<file path="config.mk">
export PLATFORM = sky130hd
export DESIGN_NAME = mult_acc_s
export DESIGN_NICKNAME = d
export VERILOG_FILES = /design/src/rtl/mult_pkg.sv /design/src/rtl/sat_q.sv /design/src/rtl/mult_acc_s.sv
export SDC_FILE = /design/constraint.sdc
export NUM_CORES = 1
export LEC_CHECK = 0
export ABC_AREA = 1
export CAP_MARGIN = 20
export CORE_ASPECT_RATIO = 1.2
export CORE_MARGIN = 4
export CORE_UTILIZATION = 61
export DETAILED_ROUTE_END_ITERATION = 7
export DONT_BUFFER_PORTS = 1
export HOLD_SLACK_MARGIN = 0.12
export PLACE_DENSITY = 0.85
export SLEW_MARGIN = 20
export SYNTH_ARGS = -nofsm -noshare
export SYNTH_HDL_FRONTEND = slang
export SYNTH_SLANG_ARGS = --single-unit
</file>
<file path="constraint.sdc">
create_clock -name i_clk -period 2.1 [get_ports i_clk]
set_clock_uncertainty 0.1 [all_clocks]
set_input_delay 0.42 -clock i_clk [delete_from_list [all_inputs] [get_ports i_clk]]
set_output_delay 0.42 -clock i_clk [all_outputs]
set_load 0.01 [all_outputs]
</file>
<file path="src/rtl/mult_pkg.sv">
// rtl/mult_pkg.sv - shared fixed-point constants and saturation helper for the multiplier chain
package mult_pkg;

    // Default product word width, signed Q1.(NB_DATA-1)
    localparam int NB_DATA_DEF = 4;

    // Largest and smallest representable Q1.(NB_DATA_DEF-1) words
    localparam logic signed [NB_DATA_DEF-1:0] QMAX = {1'b0, {(NB_DATA_DEF-1){1'b1}}};
    localparam logic signed [NB_DATA_DEF-1:0] QMIN = {1'b1, {(NB_DATA_DEF-1){1'b0}}};

    // True when a sign-extended sum falls outside the Q1.(nb_data-1) range
    function automatic logic saturate_ovf(input logic signed [31:0] sum, input int nb_data);
        logic signed [31:0] qmax;
        logic signed [31:0] qmin;
        qmax = (32'sd1 <<< (nb_data - 1)) - 32'sd1;
        qmin = -qmax - 32'sd1;
        return (sum > qmax) || (sum < qmin);
    endfunction

endpackage

</file>
<file path="src/rtl/sat_q.sv">
// rtl/sat_q.sv - combinational saturator from guard-extended sum to Q1.(NB_DATA-1)
import mult_pkg::*;

module sat_q #(
    parameter int NB_DATA = 4,
    parameter int NB_ACC  = 7
) (
    input  logic signed [NB_ACC-1:0]  sum,
    output logic        [NB_DATA-1:0] sat,
    output logic                      ovf
);

    localparam logic [NB_DATA-1:0] SAT_MAX = {1'b0, {(NB_DATA-1){1'b1}}};
    localparam logic [NB_DATA-1:0] SAT_MIN = {1'b1, {(NB_DATA-1){1'b0}}};

    // Clamp to the rail matching the sign of the sum, else pass the low bits through
    always_comb begin
        ovf = saturate_ovf(32'(sum), NB_DATA);
        sat = sum[NB_DATA-1:0];
        if (ovf) begin
            sat = sum[NB_ACC-1] ? SAT_MIN : SAT_MAX;
        end
    end

endmodule

</file>
<file path="src/rtl/mult_acc_s.sv">
// rtl/mult_acc_s.sv - frame accumulator of signed fractional products with saturated output
import mult_pkg::*;

module mult_acc_s #(
    parameter int NB_DATA  = NB_DATA_DEF,
    parameter int N_TERMS  = 4,
    parameter int NB_GUARD = 3,
    localparam int NB_ACC  = NB_DATA + NB_GUARD,
    localparam int NB_CNT  = $clog2(N_TERMS)
) (
    input  logic                      i_clk,
    input  logic                      i_rst,
    input  logic                      i_clear,
    input  logic                      i_mult_done,
    input  logic signed [NB_DATA-1:0] i_mult,
    output logic        [NB_ACC-1:0]  o_acc,
    output logic        [NB_DATA-1:0] o_sat,
    output logic                      o_ovf,
    output logic                      o_valid,
    output logic                      o_busy
);

    localparam logic [NB_CNT-1:0] CNT_LAST = NB_CNT'(N_TERMS - 1);

    logic signed [NB_ACC-1:0]  acc;
    logic        [NB_CNT-1:0]  count;
    logic signed [NB_ACC-1:0]  mult_ext;
    logic signed [NB_ACC-1:0]  sum;
    logic        [NB_DATA-1:0] sat_w;
    logic                      ovf_w;

    // Sign-extend the product so the binary point stays aligned with the accumulator
    always_comb begin
        mult_ext = NB_ACC'(i_mult);
        sum      = acc + mult_ext;
    end

    sat_q #(
        .NB_DATA (NB_DATA),
        .NB_ACC  (NB_ACC)
    ) u_sat_q (
        .sum (sum),
        .sat (sat_w),
        .ovf (ovf_w)
    );

    assign o_busy = (count != '0);

    // Accumulate strobed products; the last term of a frame publishes the sum and restarts
    always_ff @(posedge i_clk or posedge i_rst) begin
        if (i_rst) begin
            acc     <= '0;
            count   <= '0;
            o_acc   <= '0;
            o_sat   <= '0;
            o_ovf   <= 1'b0;
            o_valid <= 1'b0;
        end else begin
            o_valid <= 1'b0;
            if (i_clear) begin
                acc   <= '0;
                count <= '0;
            end else if (i_mult_done) begin
                if (count == CNT_LAST) begin
                    o_acc   <= sum;
                    o_sat   <= sat_w;
                    o_ovf   <= ovf_w;
                    o_valid <= 1'b1;
                    acc     <= '0;
                    count   <= '0;
                end else begin
                    acc   <= sum;
                    count <= count + NB_CNT'(1);
                end
            end
        end
    end

endmodule

</file>
==> results.yml <==
pwr:
  seq_power_share: 0.559
  p_int_mw: 0.6689
  power_frac_comb: 0.262
  peakVddDrop_mv: 0.5073
  power_mw: 1.047
  p_leak_nw: 0.7282
  power.density_mw_per_mm2: 818.6
  pwr-share-clk: 0.179
  p_sw_frac: 0.3610
  switchingPower_mw: 0.3779
critical_path:
  end_kind: "flop"
  max_stage_delay_ns: 0.44
  path_class: "flop to flop"
  worstPathArrival_ns: 2.05
  critical_path.startpoint_type: "flop"
  worstPathBufferInverterCount: 0
  rr_endpoint: "o_ovf$_DFFE_PP0P_"
  critPathSlowestCell: "fa_1"
  crit_family: "simple AND/OR/NAND/NOR gates"
  cp_max_fo: 5
  worstPathCellList: "ha_1 -> fa_1 -> nand3_1 -> nand3_1 -> nand2_1 -> nand2_2 -> nor2_1 -> nand2_2 -> nand3_1"
  r2r_slack_ns: 0.19
  crit_path_frequent_cell: "nand3_1"
  reg2reg_depth: 9
  cp.required_ns: 2.25
  timing.rr.start: "acc[0]$_DFFE_PP0P_"
detailed_routing:
  viasPerCell: 5.750
  first_pass_iters: 4
  dr.first_iter.drc_count: 56
  drtAntennaViolNets: 0
  drcViolationCount: 0
  dr_total_vias: 1012
  routedWlPerCell_um: 13.74
  totalWireLength_um: 2418
worst_hold_path:
  hold_start: "i_mult_done"
  hold_depth: 2
  hold_path_class: "input pin to flop"
  min_to: "count[1]$_DFFE_PP0P_"
timing:
  fin_tns_setup_ns: 0
  finalCritPeriodShare: 0.9092
  slew_headroom: 0.4778
  min_period_ns: 1.909
  hold-worst-slack_ns: 0.1808
  worst_pin_slew_ns: 0.7824
  setup_viol_count_final: 0
  fmax_ghz: 0.5238
  finalHoldViolCount: 0
  maxSlewViolCount: 0
  rsz0062_at_grt: "no"
logic_synthesis:
  ys_top_cells_by_area: "dfrtp_1 45%, nand2_1 13%, ha_1 8.2%, nand3_1 7.7%, inv_1 6.1%"
  synth_top_area_share: 0.4485
  yosys_warnings: 0
  synth_cell_type_count: 17
  syn_nets: 172
  syn_area_per_cell_um2: 7.919
  syn_inst: 155
  syn_area_mm2: 0.001227
  synth_seq_cells: 22
  synth-seq-area-share: 0.4485
  synth_top_area_cell: "dfrtp_1"
layout:
  drive_gt1_frac: 0.08280
  antenna_cells: 0
  areaGrowthSynthToFinish_pct: 4.180
  nets: 176
clock_tree:
  cts_setup_buffers: 0
  clock-sinks: 22
  cts_hold_buf: 1
  cts_max_level: 1
  cts.clk_slew.worst_paths_ns: 0.11
  cts_tree: "yes"
  cts_buffer_depth: 2
  numCtsBuffers: 3
  root_buffer: "clkbuf_4"
  clkLatencyLatePin_ns: 0.31
  cts_resized: 0
floorplanning:
  rows: 17
  coreArea_mm2: 0.001872
  dieArea_mm2: 0.002797
  die_w_um: 48.95
  die_h_um: 57.14
  io_pins: 22
  start_util: 0.6557
global_route:
  grt_max_degree: 23
  antenna_found_initial: 0
  grt_pass1_wl_um: 4057
  grt-ovfl-total: 0
  grt_pass1_vias: 987
  grt_usage: 0.1807
job:
  drv_cap: 0
placed_design:
  gp_congestion: 0.8856
  hpwl_um: 1939
  portBuffers: 0
outcome:
  status: "completed"
-- cell families (layout without fill, tap and decap cells) --
logic type / Yosys count / in the layout / synth area share
simple gates: 82 / 82 / 0.2997
xor+xnor: 2 / 2 / 0.01427
flops: 22 / 22 / 0.4485
buf+inv: 24 / 26 / 0.07441
fa+ha+maj: 9 / 9 / 0.09786
compound gates: 16 / 16 / 0.06524
-- layer usage --
| layer | track usage | up-vias | wire (um) |
|---|---|---|---|
| met4 | 0.08077 | 0 | 31 |
| met1 | 0.2347 | 474 | 1009 |
| met3 | 0.03394 | 5 | 172 |
| met5 | 0 | - | 0 |
| li1 | - | 497 | - |
| met2 | 0.2929 | 36 | 1204 |
-- worst register-to-register path: stages, from the launching register on --
cell	delay [ns]
dfrtp_1	0.40
ha_1	0.23
fa_1	0.44
nand3_1	0.14
nand3_1	0.08
nand2_1	0.08
nand2_2	0.08
nor2_1	0.12
nand2_2	0.09
nand3_1	0.09
-- cells in the mapped netlist --
cell type / n
nand3_2: 1
inv_1: 20
nand4_1: 4
inv_2: 1
buf_2: 1
a21oi_1: 2
nand2_2: 7
nand3_1: 19
and2_1: 1
ha_1: 8
nand2_1: 43
o21ai_0: 14
dfrtp_1: 22
fa_1: 1
clkbuf_1: 2
nor2_1: 7
xor2_1: 2
-- power by group through the flow --
stage / Combinational, mW / Sequential, mW / Clock, mW
after floorplan: 0.218 / 0.579 / 0
after global placement: 0.259 / 0.593 / 0
after detailed placement: 0.272 / 0.593 / 0
final: 0.275 / 0.585 / 0.187
after global routing: 0.318 / 0.593 / 0.205
after CTS: 0.274 / 0.586 / 0.186
-- state kept, by name, summed over array words and instances, names as in the netlist --
signal   count
count        2
acc          7
o_ovf        1
o_valid      1
o_sat        4
o_acc        7
-- worst max-delay path by stage --
stage / to / slack [ns] / cells after the start / start
floorplan: o_ovf$_DFFE_PP0P_ / 0.26 / 9 / i_mult[0]
CTS: o_ovf$_DFFE_PP0P_ / 0.19 / 9 / acc[0]$_DFFE_PP0P_
global route: o_ovf$_DFFE_PP0P_ / 0.08 / 9 / acc[0]$_DFFE_PP0P_
global placement: o_ovf$_DFFE_PP0P_ / 0.19 / 9 / i_mult[0]
detailed placement: o_sat[0]$_DFFE_PP0P_ / 0.17 / 9 / i_mult[0]
finish: o_ovf$_DFFE_PP0P_ / 0.19 / 9 / acc[0]$_DFFE_PP0P_
-- area by class of cell --
class                           count  area (um^2)
Inverter                           21        78.83
Fill cell                         154        593.1
Multi-Input combinational cell    109        585.6
Sequential cell                    22        550.5
Clock buffer                        3        22.52
Tap cell                           19        23.77
Timing Repair Buffer                2        17.52
-- per-stage QoR --
step	area (um^2)	util	cells	setup slack, ns
after floorplan	1227	-	155	0.2581
after CTS	1279	0.6832	176	0.1890
after detailed placement	1246	0.6658	172	0.1698
final	1279	0.6832	176	0.1907
after global placement	1246	0.6658	172	0.1876
after global routing	1279	0.6832	176	0.07683
-- placed cells by master, fill, tap and decap left out --
cell type      Yosys  routed
buf_4              0       1
dfrtp_1           22      22
dlygate4sd3_1      0       1
and2_1             1       1
nand4_1            4       4
nand3_2            1       1
inv_1             20      20
inv_2              1       1
a21oi_1            2       2
fa_1               1       1
ha_1               8       8
clkbuf_4           0       3
xor2_1             2       2
nand3_1           19      19
nor2_1             7       7
nand2_2            7       7
o21ai_0           14      14
nand2_1           43      43
Note: power is estimated with default switching activity, not from simulation.
==> RTL change 1, RTL diff (same flow settings) <==
`N_TERMS`: 4 -> 2.
--- a/src/rtl/mult_acc_s.sv
+++ b/src/rtl/mult_acc_s.sv
@@ -4,5 +4,5 @@
 module mult_acc_s #(
     parameter int NB_DATA  = NB_DATA_DEF,
-    parameter int N_TERMS  = 4,
+    parameter int N_TERMS  = 2,
     parameter int NB_GUARD = 3,
     localparam int NB_ACC  = NB_DATA + NB_GUARD,
Check against the original RTL: not equivalent (Yosys sat finds a counterexample within 4 cycles, from zero or initial values and one cycle with i_rst high).
==> RTL change 1 against the original RTL <==
Area after synthesis down 0.10%; synthesized cell count fell by 1.9%; setup slack lost 0.0075 ns; count of clock-buffer cells in the layout increased by 1; wire length fell by 4.0%; cell area up 0.78%; non-clock buffer count unchanged; total power increased by 2.7%; critical path depth rose by 1; sequential power up 3%; sequential cell count is 1 lower.
==> RTL change 1: results (changes against the original RTL) <==
[metrics] outcome: completed
[metrics] overall global routing resource usage: 17.0% (-1.1 points)
[metrics] ranking of synthesized cells by instance count: 40 x sky130_fd_sc_hd__nand2_1, 21 x sky130_fd_sc_hd__dfrtp_1, 21 x sky130_fd_sc_hd__nand3_1, 17 x sky130_fd_sc_hd__inv_1, 13 x sky130_fd_sc_hd__o21ai_0
[metrics] share of final-layout standard cells stronger than drive strength 1: 15.4% (+7.1 points)
[metrics] complex-gate fraction of the synthesized area: 7.04% (+0.52 points)
[metrics] vias in the first global route: 937 (-5.1%)
[metrics] adder-cell share of the synthesized area: 7.76% (-2.0 points)
[metrics] maximum net fanout on the critical path: 3 (-2)
[metrics] Crit path arrival time: 2.00 ns (-0.05 ns)
[metrics] pin slew with the least headroom to its limit: 0.749 ns (-0.0332 ns)
[metrics] met2 Use GR: 32.1% (+2.8 points)
[metrics] global-route met3 utilization: 2.87% (-0.52 points)
[metrics] Final GP Congestion: 0.868 (-2.0%)
[metrics] family of cells with the greatest summed delay on the critical path: adder cells
[metrics] iteration-0 DRC count of the detailed router: 23 (-59%)
[metrics] Syn Area/Cell: 8.07 um^2 (+1.9%)
[metrics] portion of the post-synthesis area used by sequential elements: 42.9% (-2.0 points)
[metrics] average vias per placed instance: 5.66 (-1.5%)
[metrics] DP Wirelength: 1880 um (-3.1%)
[metrics] Area after DPL: 1240 um^2 (-0.70%)
[metrics] Syn Nets: 167 (-2.9%)
[metrics] post-placement worst setup slack: 0.102 ns (-0.0679 ns)
[metrics] wire length of the first global-routing pass: 3840 um (-5.3%)
[metrics] Max rail drop VDD: 0.633 mV (+25%)
[metrics] Lkg Pwr: 0.697 nW (-4.3%)
[metrics] final cell count without fillers: 175 (-0.57%)
[metrics] number of filler cells placed in the layout: 150 (-2.6%)
## RTL change 1: cell types whose count changed after synthesis, moves of 2 or more
cell | unedited run | this run
sky130_fd_sc_hd__ha_1 | 8 | 6
sky130_fd_sc_hd__nand4_1 | 4 | 0
sky130_fd_sc_hd__nand2_4 | 0 | 2
sky130_fd_sc_hd__clkbuf_1 | 2 | 0
sky130_fd_sc_hd__nand3_2 | 1 | 4
sky130_fd_sc_hd__inv_2 | 1 | 4
sky130_fd_sc_hd__nand2_1 | 43 | 40
sky130_fd_sc_hd__inv_1 | 20 | 17
sky130_fd_sc_hd__nand3_1 | 19 | 21
## RTL change 1: report_power, final
part	internal [W]	switching, W	total [W]	leakage [nW]
Sequential	0.000497	0.000104	0.000601	0.270
Clock	0.0000737	0.000106	0.000179	0.0150
Combinational	0.000109	0.000186	0.000295	0.412
## RTL change 1: layout make-up
| type | instances | area [um^2] | area share (%) |
|---|---|---|---|
| clock buffer | 4 | 26.3 | 2.04 |
| timing repair buffer | 2 | 20.0 | 1.55 |
| inverter | 21 | 78.8 | 6.12 |
| sequential | 21 | 526 | 40.8 |
| multi-input combinational | 108 | 614 | 47.7 |
| tap | 19 | 23.8 | 1.84 |
## RTL change 1: worst paths after layout
path	endpoint	slack [ns]	cells after the start	start
worst max register to register	o_sat[1]	0.18	10	acc[0]
worst max-delay path	o_sat[1]	0.18	10	acc[0]
worst min-delay path	o_valid	0.27	2	i_mult_done
worst min register to register	acc[4]	0.43	2	acc[4]
max in group asynchronous	acc[4]	0.84	2	i_rst
min in group asynchronous	o_busy	0.60	2	i_rst
## RTL change 1: metal layers
layer,share of wire [%],vias to the layer above
met5,0,-
met4,0.30,0
met3,5.3,2
met2,54,22
met1,41,466
li1,-,501
==> RTL change 2, RTL diff (config.mk and constraints unchanged) <==
Made on the original files. Register the inputs `i_clear`, `i_mult_done` and `i_mult` before use. The logic sees them one clock later.
--- a/src/rtl/mult_acc_s.sv
+++ b/src/rtl/mult_acc_s.sv
@@ -23,4 +23,14 @@
     localparam logic [NB_CNT-1:0] CNT_LAST = NB_CNT'(N_TERMS - 1);
 
+    logic i_clear_q;
+    logic i_mult_done_q;
+    logic signed [NB_DATA-1:0] i_mult_q;
+
+    always_ff @(posedge i_clk) begin
+        i_clear_q     <= i_clear;
+        i_mult_done_q <= i_mult_done;
+        i_mult_q      <= i_mult;
+    end
+
     logic signed [NB_ACC-1:0]  acc;
     logic        [NB_CNT-1:0]  count;
@@ -32,5 +42,5 @@
     // Sign-extend the product so the binary point stays aligned with the accumulator
     always_comb begin
-        mult_ext = NB_ACC'(i_mult);
+        mult_ext = NB_ACC'(i_mult_q);
         sum      = acc + mult_ext;
     end
@@ -58,8 +68,8 @@
         end else begin
             o_valid <= 1'b0;
-            if (i_clear) begin
+            if (i_clear_q) begin
                 acc   <= '0;
                 count <= '0;
-            end else if (i_mult_done) begin
+            end else if (i_mult_done_q) begin
                 if (count == CNT_LAST) begin
                     o_acc   <= sum;
Formal check against the unedited RTL: not equivalent (a bounded check fails within 4 cycles, from zero or initial values and one cycle with i_rst high).
==> RTL change 2 against the original RTL <==
Wire length rose by 14%; non-clock buffer count rose by 6; setup slack got worse by 0.031 ns; core utilization rose by 4.1 points; sequential cell count rose by 6; cell area rose by 21%; clock power rose by 37%; maximum frequency fell by 1.6%; total power rose by 24%; area after synthesis rose by 15%.
==> RTL change 2: results (changes against the original RTL) <==
[metrics] clock transition at the registers of the reported paths: 0.14 ns (+0.03 ns)
[metrics] wire length of the first global-routing pass: 4770 um (+18%)
[metrics] DP Wirelength: 2010 um (+3.8%)
[metrics] cell-internal power: 0.000854 W (+28%)
[metrics] power per standard cell area: 838 nW/um^2 (+2.4%)
[metrics] async set-reset flop share out of synthesis: 78.6% (-21 points)
[metrics] Syn Nets: 182 (+5.8%)
[metrics] Lkg Pwr: 0.812 nW (+12%)
[metrics] detailed-route via count: 1091 (+7.8%)
[metrics] maximum number of pins on one net before global-route repair: 23 (unchanged)
[metrics] Crit path arrival time: 2.08 ns (+0.03 ns)
[metrics] ranking of synthesized cells by instance count: 41 x sky130_fd_sc_hd__nand2_1, 25 x sky130_fd_sc_hd__inv_1, 22 x sky130_fd_sc_hd__dfrtp_1, 13 x sky130_fd_sc_hd__nand3_1, 10 x sky130_fd_sc_hd__nand2_2
[metrics] Area after DPL: 1430 um^2 (+15%)
[metrics] outcome: completed
[metrics] number of antenna cells inserted: 0 (unchanged)
[metrics] post-synth top area share: 39.1% (-5.7 points)
[metrics] Regs by FF count: acc: 7 flops, o_acc: 7 flops
[metrics] synth top area cells: sky130_fd_sc_hd__dfrtp_1 39%, sky130_fd_sc_hd__nand2_1 11%, sky130_fd_sc_hd__dfxtp_1 8.5%, sky130_fd_sc_hd__ha_1 7.1%, sky130_fd_sc_hd__inv_1 6.7%
[metrics] post-placement worst setup slack: 0.0956 ns (-0.0743 ns)
[metrics] P_clk: 0.000256 W (+37%)
[metrics] portion of the post-synthesis area used by sequential elements: 47.6% (+2.8 points)
[metrics] slowest CP cell: sky130_fd_sc_hd__dfrtp_1
[metrics] Final GP Congestion: 0.862 (-2.7%)
[metrics] iteration-0 DRC count of the detailed router: 32 (-43%)
[metrics] overall global routing resource usage: 20.2% (+2.1 points)
[metrics] maximum net fanout on the critical path: 3 (-2)
[metrics] share of final-layout standard cells stronger than drive strength 1: 14.9% (+6.7 points)
[metrics] number of filler cells placed in the layout: 158 (+2.6%)
[metrics] number of buffers on the longest clock path: 2 (unchanged)
[metrics] number of library cell types mapped by synthesis: 24 (+7)
[metrics] register share of total power: 53.7% (-2.2 points)
[metrics] final cell count without fillers: 204 (+16%)
[metrics] delay of the slowest cell on the worst path: 0.41 ns (-0.03 ns)
[metrics] pin slew with the least headroom to its limit: 0.819 ns (+0.0362 ns)
[metrics] top-count cell post-synth: sky130_fd_sc_hd__nand2_1
[metrics] post-detailed-routing wire length: 2750 um (+14%)
[metrics] Net count, final: 192 (+9.1%)
[metrics] number of optimization iterations in the first detailed-route pass: 6 (+2)
[metrics] Syn Area/Cell: 8.53 um^2 (+7.7%)
[metrics] TritonCTS buffer count: 3 (unchanged)
[metrics] class of the tightest hold or removal check: flip-flop to flip-flop
[metrics] cell at the root of the clock tree: sky130_fd_sc_hd__clkbuf_4
[metrics] Max rail drop VDD: 0.606 mV (+20%)
-- RTL change 2: area by class of cell --
class / instances / area (um^2) / share of cell area, %
Sequential cell: 28 / 671 / 43.3
Clock buffer: 4 / 36.3 / 2.34
Inverter: 26 / 97.6 / 6.30
Tap cell: 30 / 37.5 / 2.42
Multi-Input combinational cell: 108 / 631 / 40.7
Timing Repair Buffer: 8 / 77.6 / 5.00
-- RTL change 2: cells by family (layout without fill, tap and decap cells) --
group | Yosys count | count (layout) | share of synthesized area (%)
AND/OR/NAND/NOR | 79 | 79 | 27.0
buffers and inverters | 29 | 38 | 8.27
flip-flops | 28 | 28 | 47.6
AO/OA/AOI/OAI | 18 | 18 | 7.29
adder cells (fa/ha/maj) | 9 | 9 | 8.53
XOR/XNOR | 2 | 2 | 1.24
-- RTL change 2: routing by layer --
layer,vias up,track usage [%],share of wire (%)
met5,-,0,0
met4,0,9.36,2.8
met3,10,3.19,3.7
met2,27,36.3,54
met1,509,23.5,39
li1,545,-,-
-- RTL change 2: worst paths after layout --
| kind | start | to | slack [ns] | cells after the start |
|---|---|---|---|---|
| setup reg to reg | acc[0] | o_ovf | 0.16 | 12 |
| hold reg to reg | i_mult_done_q | count[1] | 0.42 | 2 |
| hold / removal | i_mult_done_q | count[1] | 0.42 | 2 |
| max in group asynchronous | i_rst | acc[4] | 0.77 | 2 |
| min in group asynchronous | i_rst | o_acc[2] | 0.62 | 2 |
| setup / recovery | acc[0] | o_ovf | 0.16 | 12 |
-- RTL change 2: timing repair --
action / 4_1_cts / 5_1_grt
gates resized for setup: 0 / 3
endpoints found under the setup margin: 0 / 4
hold buffers: 7 / 0
buffers inserted: 0 / 0
hold endpoints to repair: 28 / 0
